==> config.mk <==
export PLATFORM = sky130hd
export DESIGN_NAME = game_turn_ctrl
export DESIGN_NICKNAME = d
export VERILOG_FILES = /design/src/rtl/game_pkg.sv /design/src/rtl/turn_timer.sv /design/src/rtl/game_turn_ctrl.sv
export SDC_FILE = /design/constraint.sdc
export NUM_CORES = 1
export LEC_CHECK = 0
export ABC_AREA = 1
export CAP_MARGIN = 15
export CORE_MARGIN = 3
export CORE_UTILIZATION = 52
export DETAILED_ROUTE_END_ITERATION = 16
export PLACE_DENSITY = 0.83
export RECOVER_POWER = 50
export SKIP_LAST_GASP = 1
export SYNTH_ARGS = -nofsm -noshare
export SYNTH_HDL_FRONTEND = slang
export SYNTH_SLANG_ARGS = --single-unit
==> constraint.sdc <==
create_clock -name clk -period 2.4 [get_ports clk]
set_clock_uncertainty 0.1 [all_clocks]
set_input_delay 0.24 -clock clk [delete_from_list [all_inputs] [get_ports clk]]
set_output_delay 0.24 -clock clk [all_outputs]
set_load 0.01 [all_outputs]
==> src/rtl/game_pkg.sv <==
// Shared game types for the battleship sequencer, board renderer and input logic.
package game_pkg;

  localparam int STATE_W           = 3;
  localparam int DEFAULT_MAX_SHIPS = 5;

  typedef enum logic [STATE_W-1:0] {
    DECISION    = 3'd0,
    COLOCATION  = 3'd1,
    SETUP       = 3'd2,
    PLAYER_TURN = 3'd3,
    PC_TURN     = 3'd4,
    VICTORY     = 3'd5,
    DEFEAT      = 3'd6
  } game_state_t;

  // One-hot flags ordered {defeat, victory, pc, player, setup, colocation, decision}.
  function automatic logic [6:0] state_flags(input game_state_t s);
    logic [6:0] f;
    f = 7'b000_0000;
    case (s)
      DECISION:    f = 7'b000_0001;
      COLOCATION:  f = 7'b000_0010;
      SETUP:       f = 7'b000_0100;
      PLAYER_TURN: f = 7'b000_1000;
      PC_TURN:     f = 7'b001_0000;
      VICTORY:     f = 7'b010_0000;
      DEFEAT:      f = 7'b100_0000;
      default:     f = 7'b000_0000;
    endcase
    return f;
  endfunction

endpackage

==> src/rtl/turn_timer.sv <==
// Player-turn watchdog: counts enabled cycles and flags the last allowed one.
module turn_timer #(
  parameter int TIMEOUT_CYC = 750_000_000,
  parameter int TMR_W       = 30
) (
  input  logic clk,
  input  logic rst,
  input  logic clear,
  input  logic enable,
  output logic expired
);

  localparam logic [TMR_W-1:0] LAST = TMR_W'(TIMEOUT_CYC - 1);
  localparam logic [TMR_W-1:0] ONE  = TMR_W'(1);

  logic [TMR_W-1:0] cnt_q;
  logic [TMR_W-1:0] cnt_d;

  // Next count: clear wins, wrap after the final cycle so a stale count never lingers.
  always_comb begin
    cnt_d = cnt_q;
    if (clear) begin
      cnt_d = '0;
    end else if (enable) begin
      if (cnt_q == LAST) begin
        cnt_d = '0;
      end else begin
        cnt_d = cnt_q + ONE;
      end
    end else begin
      cnt_d = cnt_q;
    end
  end

  // Count register.
  always_ff @(posedge clk or negedge rst) begin
    if (!rst) begin
      cnt_q <= '0;
    end else begin
      cnt_q <= cnt_d;
    end
  end

  assign expired = enable && !clear && (cnt_q == LAST);

endmodule

==> src/rtl/game_turn_ctrl.sv <==
// Battleship game sequencer: setup, alternating turns, win/loss and restart.
// Define TURN_TIMEOUT_EN to build in the player-turn timeout.
module game_turn_ctrl
  import game_pkg::*;
#(
  parameter int MAX_SHIPS   = DEFAULT_MAX_SHIPS,
  parameter int CNT_W       = $clog2(MAX_SHIPS + 1),
  parameter int TIMEOUT_CYC = 750_000_000,
  parameter int TMR_W       = 30
) (
  input  logic               clk,
  input  logic               rst,
  input  logic [CNT_W-1:0]   ship_count_in,
  input  logic               count_valid,
  input  logic               place_confirm,
  input  logic               pc_setup_done,
  input  logic               player_fire,
  input  logic               player_sink,
  input  logic               pc_fire,
  input  logic               pc_sink,
  input  logic               new_game,
  output logic [STATE_W-1:0] state,
  output logic               decision_st,
  output logic               colocation_st,
  output logic               setup_st,
  output logic               player_st,
  output logic               pc_st,
  output logic               victory_st,
  output logic               defeat_st,
  output logic [CNT_W-1:0]   ships_to_place,
  output logic [CNT_W-1:0]   player_ships_left,
  output logic [CNT_W-1:0]   pc_ships_left,
  output logic [7:0]         round_cnt,
  output logic               timeout_pulse
);

  // An inconsistent parameter set refuses to start a game rather than misbehave.
  localparam bit CFG_OK = (MAX_SHIPS >= 1) && (MAX_SHIPS <= 15) && (TIMEOUT_CYC >= 1) &&
                          (TMR_W >= 1) && (TMR_W <= 62) &&
                          ((64'(TIMEOUT_CYC) - 64'd1) < (64'd1 << TMR_W));
  localparam logic [CNT_W-1:0] MAX_CNT = CNT_W'(MAX_SHIPS);
  localparam logic [CNT_W-1:0] ONE     = CNT_W'(1);

  game_state_t      state_q, state_d;
  logic [CNT_W-1:0] to_place_q, to_place_d;
  logic [CNT_W-1:0] player_left_q, player_left_d;
  logic [CNT_W-1:0] pc_left_q, pc_left_d;
  logic [7:0]       round_q, round_d;
  logic             timeout_pulse_q, timeout_pulse_d;
  logic             timer_expired_s;
  logic             count_ok_s;
  logic [7:0]       round_inc_s;

`ifdef TURN_TIMEOUT_EN
  logic timer_clear_s;
  logic timer_en_s;

  assign timer_en_s    = (state_q == PLAYER_TURN);
  assign timer_clear_s = (state_q != PLAYER_TURN);

  turn_timer #(
    .TIMEOUT_CYC (TIMEOUT_CYC),
    .TMR_W       (TMR_W)
  ) u_turn_timer (
    .clk     (clk),
    .rst     (rst),
    .clear   (timer_clear_s),
    .enable  (timer_en_s),
    .expired (timer_expired_s)
  );
`else
  assign timer_expired_s = 1'b0;
`endif

  assign count_ok_s  = CFG_OK && (ship_count_in != '0) && (ship_count_in <= MAX_CNT);
  assign round_inc_s = (round_q == 8'hFF) ? round_q : (round_q + 8'd1);

  // Next-state and counter updates; each strobe is honoured only in its own state.
  always_comb begin
    state_d         = state_q;
    to_place_d      = to_place_q;
    player_left_d   = player_left_q;
    pc_left_d       = pc_left_q;
    round_d         = round_q;
    timeout_pulse_d = 1'b0;
    case (state_q)
      DECISION: begin
        if (count_valid && count_ok_s) begin
          to_place_d    = ship_count_in;
          player_left_d = ship_count_in;
          pc_left_d     = ship_count_in;
          state_d       = COLOCATION;
        end else begin
          state_d = DECISION;
        end
      end
      COLOCATION: begin
        if (place_confirm) begin
          to_place_d = (to_place_q != '0) ? (to_place_q - ONE) : '0;
          state_d    = (to_place_q == ONE) ? SETUP : COLOCATION;
        end else begin
          state_d = COLOCATION;
        end
      end
      SETUP: begin
        if (pc_setup_done) begin
          state_d = PLAYER_TURN;
          round_d = round_inc_s;
        end else begin
          state_d = SETUP;
        end
      end
      PLAYER_TURN: begin
        // A shot in the expiry cycle still counts as a normal turn.
        if (player_fire) begin
          pc_left_d = (player_sink && (pc_left_q != '0)) ? (pc_left_q - ONE) : pc_left_q;
          state_d   = (player_sink && (pc_left_q == ONE)) ? VICTORY : PC_TURN;
        end else if (timer_expired_s) begin
          state_d         = PC_TURN;
          timeout_pulse_d = 1'b1;
        end else begin
          state_d = PLAYER_TURN;
        end
      end
      PC_TURN: begin
        if (pc_fire) begin
          player_left_d = (pc_sink && (player_left_q != '0)) ? (player_left_q - ONE) : player_left_q;
          if (pc_sink && (player_left_q == ONE)) begin
            state_d = DEFEAT;
          end else begin
            state_d = PLAYER_TURN;
            round_d = round_inc_s;
          end
        end else begin
          state_d = PC_TURN;
        end
      end
      VICTORY, DEFEAT: begin
        if (new_game) begin
          state_d       = DECISION;
          to_place_d    = '0;
          player_left_d = '0;
          pc_left_d     = '0;
          round_d       = 8'd0;
        end else begin
          state_d = state_q;
        end
      end
      default: begin
        state_d       = DECISION;
        to_place_d    = '0;
        player_left_d = '0;
        pc_left_d     = '0;
        round_d       = 8'd0;
      end
    endcase
  end

  // State and counter registers.
  always_ff @(posedge clk or negedge rst) begin
    if (!rst) begin
      state_q         <= DECISION;
      to_place_q      <= '0;
      player_left_q   <= '0;
      pc_left_q       <= '0;
      round_q         <= 8'd0;
      timeout_pulse_q <= 1'b0;
    end else begin
      state_q         <= state_d;
      to_place_q      <= to_place_d;
      player_left_q   <= player_left_d;
      pc_left_q       <= pc_left_d;
      round_q         <= round_d;
      timeout_pulse_q <= timeout_pulse_d;
    end
  end

  assign state             = state_q;
  assign {defeat_st, victory_st, pc_st, player_st, setup_st, colocation_st, decision_st} =
         state_flags(state_q);
  assign ships_to_place    = to_place_q;
  assign player_ships_left = player_left_q;
  assign pc_ships_left     = pc_left_q;
  assign round_cnt         = round_q;
  assign timeout_pulse     = timeout_pulse_q;

endmodule

==> impl_summary.txt <==
----------------------------------------------------
[Yosys]
  Cell area after synthesis ... approximately 1500 µm²
  Leading cell types by total area after synthesis ... sky130_fd_sc_hd__dfrtp_1 (33%), sky130_fd_sc_hd__nand2_1 (20%), sky130_fd_sc_hd__inv_1 (6.4%)
  Share of the synthesized area in the top cell type ... 0.327
  Sequential-to-total area share from yosys stat ... 0.327
  Top_reg_cell synth ... sky130_fd_sc_hd__dfrtp_1
  Synth Register Bits ... 20
  Post-synthesis net count ... between 200 and 250
  Post-synthesis async set-or-reset flop share ... 1.00
  Count of synthesis-stage warnings from yosys ... 0
  Post-Synthesis Cells ... around 230
  Number of distinct library cells after synthesis ... 29
  Average footprint of a synthesized cell ... roughly 6.7 µm²
  Post-synth top area cell ... sky130_fd_sc_hd__dfrtp_1
  Number of enable flip-flop cells after synthesis ... 0

[Pwr]
  Clock share of power ... 0.132
  Switching part of the total power ... 0.470
  Power per standard cell area ... 1070 nW/µm²
  Sequential share of power ... 0.260
  Internal power ... 1.13 mW
  Net switching power ... 1.00 mW
  Share of power burned in combinational logic ... 0.608
  Worst supply voltage drop on vdd ... approximately 0.84 mV
  Static leakage power ... about 1.0 nW

[Global routing]
  Total track usage ... 0.222
  Pin count of the biggest net entering global routing ... 21
  Global-route wire length before repair ... 6.20 mm
  Vias in the first global route ... about 1400
  Total gr overflow ... 0
  Initial antenna violation count ... 0

[STA]
  Setup TNS Final ... 0 ps
  Final setup violation count ... 0
  Unrepaired setup endpoints after global routing ... false
  Transition at the pin with the smallest max-transition slack ... approximately 1100 ps
  Max-slew headroom ... 0.245
  Final Hold Vio Count ... 0
  Time the final worst path needs with I/O delays and setup ... 2200 ps
  Achievable frequency ... around 0.45 GHz
  Final worst hold slack ... around 450 ps
  Share of the cycle needed by the critical path after routing ... 0.917
  Number of max-slew violations in the final report ... 0

[Setup path]
  Arrival time worst endpoint ... 1860 ps
  Kind of start point of the critical path ... flop
  Start-to-end type of the worst setup path ... flop to output pin
  Required @ worst endpoint ... 2060 ps
  Biggest fanout along the worst timing path ... 6
  Kind of end point of the critical path ... output pin

[Clock tree]
  Source-to-sink clock delay at the later pin of the worst-skew pair ... slightly above 300 ps
  Clock-pin slew on the worst setup and hold paths ... approximately 120 ps
  H-tree levels ... 1
  Clock buffers created by TritonCTS ... 3
  Post-cts resize count ... 0
  Post-CTS setup buffer count ... 0
  CTS sink count ... 20
  CTS max path bufs ... 2
  Clock tree from TritonCTS ... built
  Root buf cell ... sky130_fd_sc_hd__clkbuf_4
  CTS Hold Bufs ... 0

[Detailed routing]
  Antenna Nets Post-Route ... 0
  Via total after detailed routing ... between 1500 and 2000
  Router iterations before antenna repair ... 4
  Final Routed Wirelength ... approximately 3.7 mm
  Average wire per standard cell ... between 10 and 15 µm
  Initial detailed-routing violation count ... 140
  Detail-routed via count per cell ... roughly 5.2
  DRC violations left ... 0

[Placed design]
  Final HPWL DP ... 2.86 mm
  Gpl congestion ... ~0.91
  Port-buffer cells ... 39

[Finish]
  Fraction of final layout cells sized beyond drive strength 1 ... 0.0855
  Ant diodes ... 0
  Number of nets at the end of the flow ... between 200 and 300
  Commonest cells after routing, fill and taps aside ... sky130_fd_sc_hd__nand2_1 (84), sky130_fd_sc_hd__clkdlybuf4s50_1 (28), sky130_fd_sc_hd__inv_1 (27)
  Signed area change from the synthesized netlist to the final layout ... 30.2%
  Most common cell after layout, fill and taps aside ... sky130_fd_sc_hd__nand2_1
  Fill cell total of the finished layout ... 240

[Floorplan]
  DIE AREA ... 3630 µm²
  Boundary pin count ... between 40 and 50
  Die Y ... around 60 µm
  Starting density of the core ... 0.550
  Rows ... 19
  Core Footprint ... 2780 µm²
  Die width ... roughly 60 µm

[Outcome]
  Result of the run ... complete, no violations

[Min path]
  HP Class ... flop to flop

[Run]
  Max-cap viol count ... 0

----------------------------------------------------
worst paths after layout:
kind | from | end | slack, ps | depth (start not counted)
hold reg to reg | pc_ships_left[1] | pc_ships_left[1] | 450 | 2
hold / removal | pc_ships_left[1] | pc_ships_left[1] | 450 | 2
max in group asynchronous | rst | pc_ships_left[2] | 980 | 2
min in group asynchronous | rst | round_cnt[7] | 550 | 2
setup reg to reg | state[1] | round_cnt[0] | 630 | 8
setup / recovery | state[2] | colocation_st | 200 | 4
area by class of cell:
| cell class | instances | area (µm²) | share of cell area |
|---|---|---|---|
| Timing Repair Buffer | 40 | 394 | 0.198 |
| Multi-Input combinational cell | 172 | 880 | 0.442 |
| Tap cell | 31 | 38.8 | 0.0195 |
| Clock inverter | 1 | 30.0 | 0.0151 |
| Sequential cell | 20 | 500 | 0.251 |
| Inverter | 33 | 126 | 0.0634 |
| Clock buffer | 3 | 22.5 | 0.0113 |
registers in the layout (all words and copies together), names as in the netlist:
register           flops
pc_ships_left          3
state                  3
player_ships_left      3
ships_to_place         3
round_cnt              8
critical path: stages (launching register included):
cell and delay, ps:
sky130_fd_sc_hd__dfrtp_1 460, sky130_fd_sc_hd__inv_1 180, sky130_fd_sc_hd__nand2_1 130, sky130_fd_sc_hd__nor2_2 210, sky130_fd_sc_hd__clkdlybuf4s50_1 580
cells in the mapped netlist (all sizes together) (2+ instances only):
cell type,instances
xnor2,3
nor2,25
dfrtp,20
nand2,87
nand3,18
o21ai,15
xor2,2
a21oi,3
buf,2
nand3b,2
o211ai,2
inv,32
nand4,4
ha,7
per-stage QoR:
step | instance area (µm²) | cells | total power, mW | util | setup WS, ps
finish | 1990 | 300 | 2.14 | 0.716 | 200
floorplan | 1530 | 227 | 1.40 | - | 897
global route | 1990 | 300 | 2.33 | 0.716 | 105
global placement | 1950 | 296 | 1.84 | 0.700 | 648
CTS | 2000 | 300 | 2.16 | 0.719 | 256
detailed placement | 1950 | 296 | 1.87 | 0.700 | 641
kinds of logic (layout without fill, tap and decap cells):
logic type,after synthesis,count (layout),synth area share
AO/OA/AOI/OAI,21,21,0.0736
flip-flops,20,20,0.327
AND/OR/NAND/NOR,138,138,0.416
other,1,1,0.00245
XOR/XNOR,5,5,0.0286
adder cells (fa/ha/maj),7,7,0.0572
buffers and inverters,35,77,0.0948
power groups by stage:
stage | combinational (mW) | clock (mW) | sequential [mW]
2_1_floorplan | 0.830 | 0 | 0.573
4_1_cts | 1.32 | 0.286 | 0.557
5_1_grt | 1.46 | 0.295 | 0.572
3_3_place_gp | 1.28 | 0 | 0.561
3_5_place_dp | 1.31 | 0 | 0.563
6_report | 1.30 | 0.281 | 0.556
layer usage:
metal | vias to the layer above | global-route usage | part of all wire
li1 | 794 | - | -
met1 | 705 | 0.319 | 0.49
met2 | 62 | 0.330 | 0.42
met3 | 6 | 0.0346 | 0.076
met4 | 0 | 0.0886 | 0.013
met5 | - | 0 | 0
Note: power is estimated with default switching activity, not from simulation.
